<file path="src/rtl/uart_tx.sv">
// uart_tx: asynchronous serial transmitter.
// Sends a start bit, DATA_BITS data bits LSB first, an optional parity bit
// and STOP_BITS stop bits. Each bit lasts one baud_tick period. Bytes come in
// through a valid/ready handshake. All outputs are registered.
module uart_tx #(
    parameter int DATA_BITS  = 8,
    parameter int PARITY_EN  = 0,
    parameter int PARITY_ODD = 0,
    parameter int STOP_BITS  = 1
) (
    input  logic                 clk,
    input  logic                 rst,
    input  logic                 baud_tick,
    input  logic [DATA_BITS-1:0] tx_data,
    input  logic                 tx_valid,
    output logic                 tx_ready,
    output logic                 tx,
    output logic                 tx_busy,
    output logic                 tx_done
);

    typedef enum logic [2:0] {
        IDLE,
        ALIGN,
        START,
        DATA,
        PARITY,
        STOP
    } state_t;

    // Index of the final data bit and of the final stop bit.
    localparam logic [2:0] LAST_BIT  = 3'(DATA_BITS - 1);
    localparam logic       LAST_STOP = 1'(STOP_BITS - 1);
    localparam logic       ODD_SENSE = 1'(PARITY_ODD);

    state_t               state;
    logic [DATA_BITS-1:0] shift;
    logic [2:0]           bit_cnt;
    logic                 stop_cnt;
    logic                 parity_bit;

    // Frame sequencer: every state change and every output is registered here.
    always_ff @(posedge clk or posedge rst) begin
        if (rst) begin
            state      <= IDLE;
            shift      <= '0;
            bit_cnt    <= '0;
            stop_cnt   <= 1'b0;
            parity_bit <= 1'b0;
            tx         <= 1'b1;
            tx_ready   <= 1'b1;
            tx_busy    <= 1'b0;
            tx_done    <= 1'b0;
        end else begin
            tx_done <= 1'b0;
            case (state)
                IDLE: begin
                    tx       <= 1'b1;
                    tx_ready <= 1'b1;
                    // A tick seen in this cycle is deliberately not used: the
                    // frame waits in ALIGN so the start bit is a full period.
                    if (tx_valid && tx_ready) begin
                        shift      <= tx_data;
                        parity_bit <= (^tx_data) ^ ODD_SENSE;
                        tx_ready   <= 1'b0;
                        tx_busy    <= 1'b1;
                        state      <= ALIGN;
                    end
                end

                ALIGN: begin
                    tx <= 1'b1;
                    if (baud_tick) begin
                        tx    <= 1'b0;
                        state <= START;
                    end
                end

                START: begin
                    if (baud_tick) begin
                        tx      <= shift[0];
                        bit_cnt <= '0;
                        state   <= DATA;
                    end
                end

                DATA: begin
                    if (baud_tick) begin
                        if (bit_cnt == LAST_BIT) begin
                            if (PARITY_EN != 0) begin
                                tx    <= parity_bit;
                                state <= PARITY;
                            end else begin
                                tx       <= 1'b1;
                                stop_cnt <= 1'b0;
                                state    <= STOP;
                            end
                        end else begin
                            // shift[0] is on the line; shift[1] becomes next bit.
                            shift   <= shift >> 1;
                            tx      <= shift[1];
                            bit_cnt <= bit_cnt + 3'd1;
                        end
                    end
                end

                PARITY: begin
                    if (baud_tick) begin
                        tx       <= 1'b1;
                        stop_cnt <= 1'b0;
                        state    <= STOP;
                    end
                end

                STOP: begin
                    tx <= 1'b1;
                    if (baud_tick) begin
                        if (stop_cnt == LAST_STOP) begin
                            tx_done  <= 1'b1;
                            tx_busy  <= 1'b0;
                            tx_ready <= 1'b1;
                            state    <= IDLE;
                        end else begin
                            stop_cnt <= 1'b1;
                        end
                    end
                end

                default: begin
                    tx       <= 1'b1;
                    tx_ready <= 1'b1;
                    tx_busy  <= 1'b0;
                    state    <= IDLE;
                end
            endcase
        end
    end

endmodule
</file>
<file path="config.mk">
export PLATFORM = sky130hd
export DESIGN_NAME = uart_tx
export DESIGN_NICKNAME = d
export VERILOG_FILES = /design/src/rtl/uart_tx.sv
export SDC_FILE = /design/constraint.sdc
export NUM_CORES = 1
export LEC_CHECK = 0
export CAP_MARGIN = 25
export CORE_ASPECT_RATIO = 1.25
export CORE_UTILIZATION = 25
export CTS_CLUSTER_DIAMETER = 80
export DETAILED_ROUTE_END_ITERATION = 16
export SETUP_SLACK_MARGIN = 0.02
export SLEW_MARGIN = 30
export SYNTH_ARGS = -nofsm -noshare
export SYNTH_HDL_FRONTEND = slang
export SYNTH_SLANG_ARGS = --single-unit
</file>
<file path="constraint.sdc">
create_clock -name clk -period 1.6 [get_ports clk]
set_clock_uncertainty 0.1 [all_clocks]
set_input_delay 0.16 -clock clk [delete_from_list [all_inputs] [get_ports clk]]
set_output_delay 0.16 -clock clk [all_outputs]
set_load 0.02 [all_outputs]
</file>
Yosys cells after proc, flatten, opt, wreduce, memory -nomap -nowiden. Index checks and enable logic that the tools add are counted.

Register bits after elaboration: 19. Bits of input ports: 12. Output and inout bits: 4.

$add $sub $neg: 1. Equal/unequal tests: 15. Mux-type cells: 40. Bitwise operators: 1. Reduce and logical (&&, ||, !) cells: 13.

Operators by type and width (number): $mux 3 (11); $mux 8 (3); $mux 1 (19); $ne 2x2->1 const B (9); $pmux 3 s6 (1); $pmux 8 s2 (1); $reduce_and 4->1 (3); $eq 3x3->1 const B (3); $pmux 1 s3 (3); $reduce_and 8->1 (1); $eq 3x2->1 const B (2); $pmux 3 s2 (1); $reduce_and 3->1 (2); $reduce_and 5->1 (1); $pmux 1 s4 (1); $reduce_bool 2->1 (2); $reduce_or 4->1 (1); $add 3x1->3 const B (1); $eq 3x1->1 const B (1); $logic_not 3->1 (1); $reduce_bool 3->1 (1); $logic_and 1x1->1 (1); $not 1->1 (1).

Depth between registers and ports, before layout.
Depth in word-level cells: 4. Gate-level depth with buffers: 6. Mapped depth without buffers: 5.

Worst setup path after synthesis. OpenSTA, ideal clock, no wires.

Path type: register -> register. Start: reg bit_cnt[0]. End: reg shift[0]. Library setup time: 0.125 ns. Arrival time: 1.488 ns. Required time: 1.375 ns. Setup slack: -0.113 ns. Stages on the path, launching flop included: 6. Cell sequence: dfrtp_1 > ha_1 > ha_1 > buf_1 > o22ai_4 > mux2_2.

Word-level cells in the longest chain between the ends: 3.

RTL lines: start: declaration (line 38) `logic [2:0] bit_cnt;`; start signal: assignment (line 102) `bit_cnt <= bit_cnt + 3'd1;`; $eq 3x3->1 (line 89) `if (bit_cnt == LAST_BIT) begin`; $ne 2x2->1 (no source line); $reduce_and 4->1 (no source line); end signal: assignment (line 63) `shift <= tx_data;`; end signal: assignment (line 100) `shift <= shift >> 1;`; end: declaration (line 37) `logic [DATA_BITS-1:0] shift;`.

No other way between the ends. A chain may end at the register's enable or synchronous reset.

Final worst setup path.
Start: reg state[0]. End: reg shift[3].

Word-level cells in the longest chain between the ends: 3.

RTL lines: start: declaration (line 36) `state_t state;`; start signal: assignment (line 45) `state <= IDLE;`; start signal: assignment (line 67) `state <= ALIGN;`; start signal: assignment (line 75) `state <= START;`; $eq 3x2->1 or $logic_not 3->1 (tied branches) (line 56) `case (state)`; $ne 2x2->1 (no source line) or $reduce_bool 2->1 (tied branches); $reduce_and 4->1 (no source line).

Parallel ways exist; a longest one is shown, timed or not.

==> results.py <==
metrics = {
    "job": {
        "cap_violations": 0,
    },
    "pwr": {
        "power.leakage_nw": 0.6157,
        "internal_power_mw": 1.669,
        "seqPwrFrac_pct": 31.3,
        "ir_worst_vdd_v": 0.0006751,
        "p_comb_share_pct": 53.7,
        "p_clk_share_pct": 15.0,
        "p_switching_mw": 0.7948,
        "cellPowerDensity_mw_per_mm2": 1725,
        "switching_share_pct": 32.25,
    },
    "timing": {
        "period_minus_slack_ns": 1.579,
        "slew_headroom_pct": 81.82,
        "setup_violations": 0,
        "tightest_slew_ns": 0.2691,
        "max_freq_ghz": 0.6332,
        "finalCritPeriodShare_pct": 98.70,
        "drv_slew": 0,
        "tns_ns": 0,
        "rsz0062_at_grt": "yes",
        "final_hold_viol_count": 0,
    },
    "die": {
        "die_area_mm2": 0.004195,
        "placementRows": 25,
        "die_h_um": 72.17,
        "dieWidth_um": 58.14,
        "initial_core_util_pct": 26.02,
        "io_pins": 16,
        "coreArea_mm2": 0.003785,
    },
    "run_status": {
        "status": "finished, final reports clean",
    },
    "worst_setup_path": {
        "critical_path.startpoint": "state[0]",
        "r2r-start": "state[0]",
        "worstSetupPathType": "flip-flop to flip-flop",
        "worstPathMaxFanout": 13,
        "end_kind": "flip-flop",
        "cp-start-kind": "flip-flop",
        "cp_slowest_cell": "dfrtp_1",
        "cp_cell_sequence": "buf_4 -> nand3b_4 -> mux2_2 -> mux2_4",
        "crit_arrival_ns": 1.61,
        "cp_top_family": "multiplexers",
        "cpPeakStageDelay_ns": 0.41,
        "crit_buf_inv": 1,
        "cp.required_ns": 1.63,
    },
    "synthesis": {
        "async_flop_share_pct": 100.0,
        "syn_area_um2": 984.7,
        "synthCells": 89,
        "synth_ff_type": "dfrtp_1",
        "yosysTopAreaCell": "dfrtp_1",
        "ys_seq_area_share_pct": 46.00,
        "synth_warnings": 0,
        "synth.most_common_cell": "dfrtp_1",
        "yosys-top-cells-count": "16 x dfrtp_1, 14 x mux2_2, 8 x nand2_1",
        "syn-num-nets": 103,
        "yosys-top-cells-area": "dfrtp_1 41%, mux2_2 16%, dfstp_2 5.3%",
        "synth_edf_count": 0,
        "ys_ff_latch": 18,
        "syn_avg_cell_area_um2": 11.06,
        "synth.distinct_cells": 31,
        "yosysTopAreaCellShare_pct": 40.66,
    },
    "routing": {
        "via_per_inst": 4.404,
        "wirelength_mm": 2.023,
        "firstDrtPassIters": 4,
        "antenna_left": 0,
        "wire_per_inst_um": 11.83,
        "vias": 753,
        "route.detailed.drc": 0,
        "drt-initial-drc-count": 19,
    },
    "worst_hold_path": {
        "hold_class": "input pin to async pin",
    },
    "cts": {
        "path_clk_slew_ns": 0.07,
        "cts_hold_buf": 0,
        "cts_made_buffers": 3,
        "cts_tree": "done",
        "clockBufferDepth": 2,
        "worstSkewPairLatency_ns": 0.25,
        "cts_num_sinks": 18,
        "cts_max_level": 1,
        "root_buffer": "clkbuf_8",
    },
    "finish": {
        "instances_no_fill": 171,
        "area_growth_pct": 45.11,
        "diodes": 0,
        "final_nets": 132,
        "drive_above_1_share_pct": 37.61,
    },
    "placement": {
        "place.gp.congestion": 0.8297,
        "dp.cells": 166,
        "dp_hpwl_mm": 1.449,
        "portBuffers": 15,
    },
    "grt": {
        "grt-ovfl-total": 0,
        "grt_pass1_wl_mm": 3.588,
        "antenna_found_initial": 0,
        "grt_usage_pct": 11.12,
        "grt_max_degree": 19,
        "grt_pass1_vias": 839,
    },
}
## worst reg2reg max path: cells and delay by family, from the launching register on
kind | cells | cell delay (ns)
AND/OR/NAND/NOR | 1 | 0.15
buffers and inverters | 1 | 0.19
multiplexers | 2 | 0.62
flip-flops | 1 | 0.41
## flip-flops by register name, indices dropped and copies added, names as in the netlist
name and cells:
state 3, tx_busy 1, tx_ready 1, tx 1
shift 8, tx_done 1, bit_cnt 3
## path summary, 6_finish.rpt
path,endpoint,slack (ns),cells past startpoint
max in group asynchronous,tx,1.01,3
setup reg to reg,shift[3],0.02,4
setup / recovery,shift[3],0.02,4
hold / removal,state[1],0.13,3
hold reg to reg,shift[5],0.42,1
min in group clk,shift[7],0.37,3
## power by group through the flow
stage	combinational (mW)	clock (mW)	sequential, mW
floorplan	0.846	0	0.810
global placement	1.27	0	0.768
detailed placement	1.32	0	0.771
CTS	1.31	0.383	0.765
global route	1.47	0.401	0.793
finish	1.32	0.369	0.772
## through the flow
step                      area (µm²)  utilization (%)  hold WS (ns)  power, mW  setup WS [ns]
final                           1429            37.75        0.1282      2.464        0.02082
after CTS                       1395            36.86        0.1354      2.459      -0.001383
after global placement          1343            35.47        0.3959      2.040        -0.1239
after global routing            1429            37.75        0.1908      2.659       -0.02687
after detailed placement        1343            35.47        0.3969      2.087        -0.1301
after floorplan                 1033                -     -0.002889      1.656       -0.06359
## routing by layer
metal	share of wire, %	vias to the layer above	track usage (%)	wire [µm]
li1	-	380	-	-
met1	46	354	14.03	936
met2	50	17	18.26	1002
met3	3.0	2	2.317	60
met4	1.1	0	4.762	23
met5	0	-	0	0
## cells by family after synthesis
group                      Yosys count  synth area share, %
AOI/OAI and AO/OA                   21                16.26
muxes                               14                16.01
DFF                                 18                46.00
adders and majority gates            2                2.541
buffers and inverters                8                3.557
and+or+nand+nor                     26                15.63
## cells in the final DEF, fill, tap and decap left out, drive strengths merged, types with 2 or more instances in the layout
cell,n
mux2,14
dfstp,2
dfrtp,16
clkbuf,4
a21oi,3
buf,14
a22o,3
o21ai,5
nand2,8
nand2b,4
ha,2
o21a,2
nand3b,2
nor2,5
dlygate4sd2,2
clkdlybuf4s50,13
inv,3
o22ai,2
## layout make-up
type,instances,area (µm²)
fill,371,2356
multi-input combinational,63,564.3
sequential,18,452.9
timing repair buffer,29,277.8
tap,54,67.56
clock buffer,4,55.05
inverter,3,11.26
## timing repair
| action | in CTS | in global routing |
|---|---|---|
| resized for setup | 2 | 4 |
| pin swaps | 1 | 1 |
| setup endpoints to repair | 9 | 10 |
| setup buffers | 0 | 1 |
Note: power is estimated with default switching activity, not from simulation.
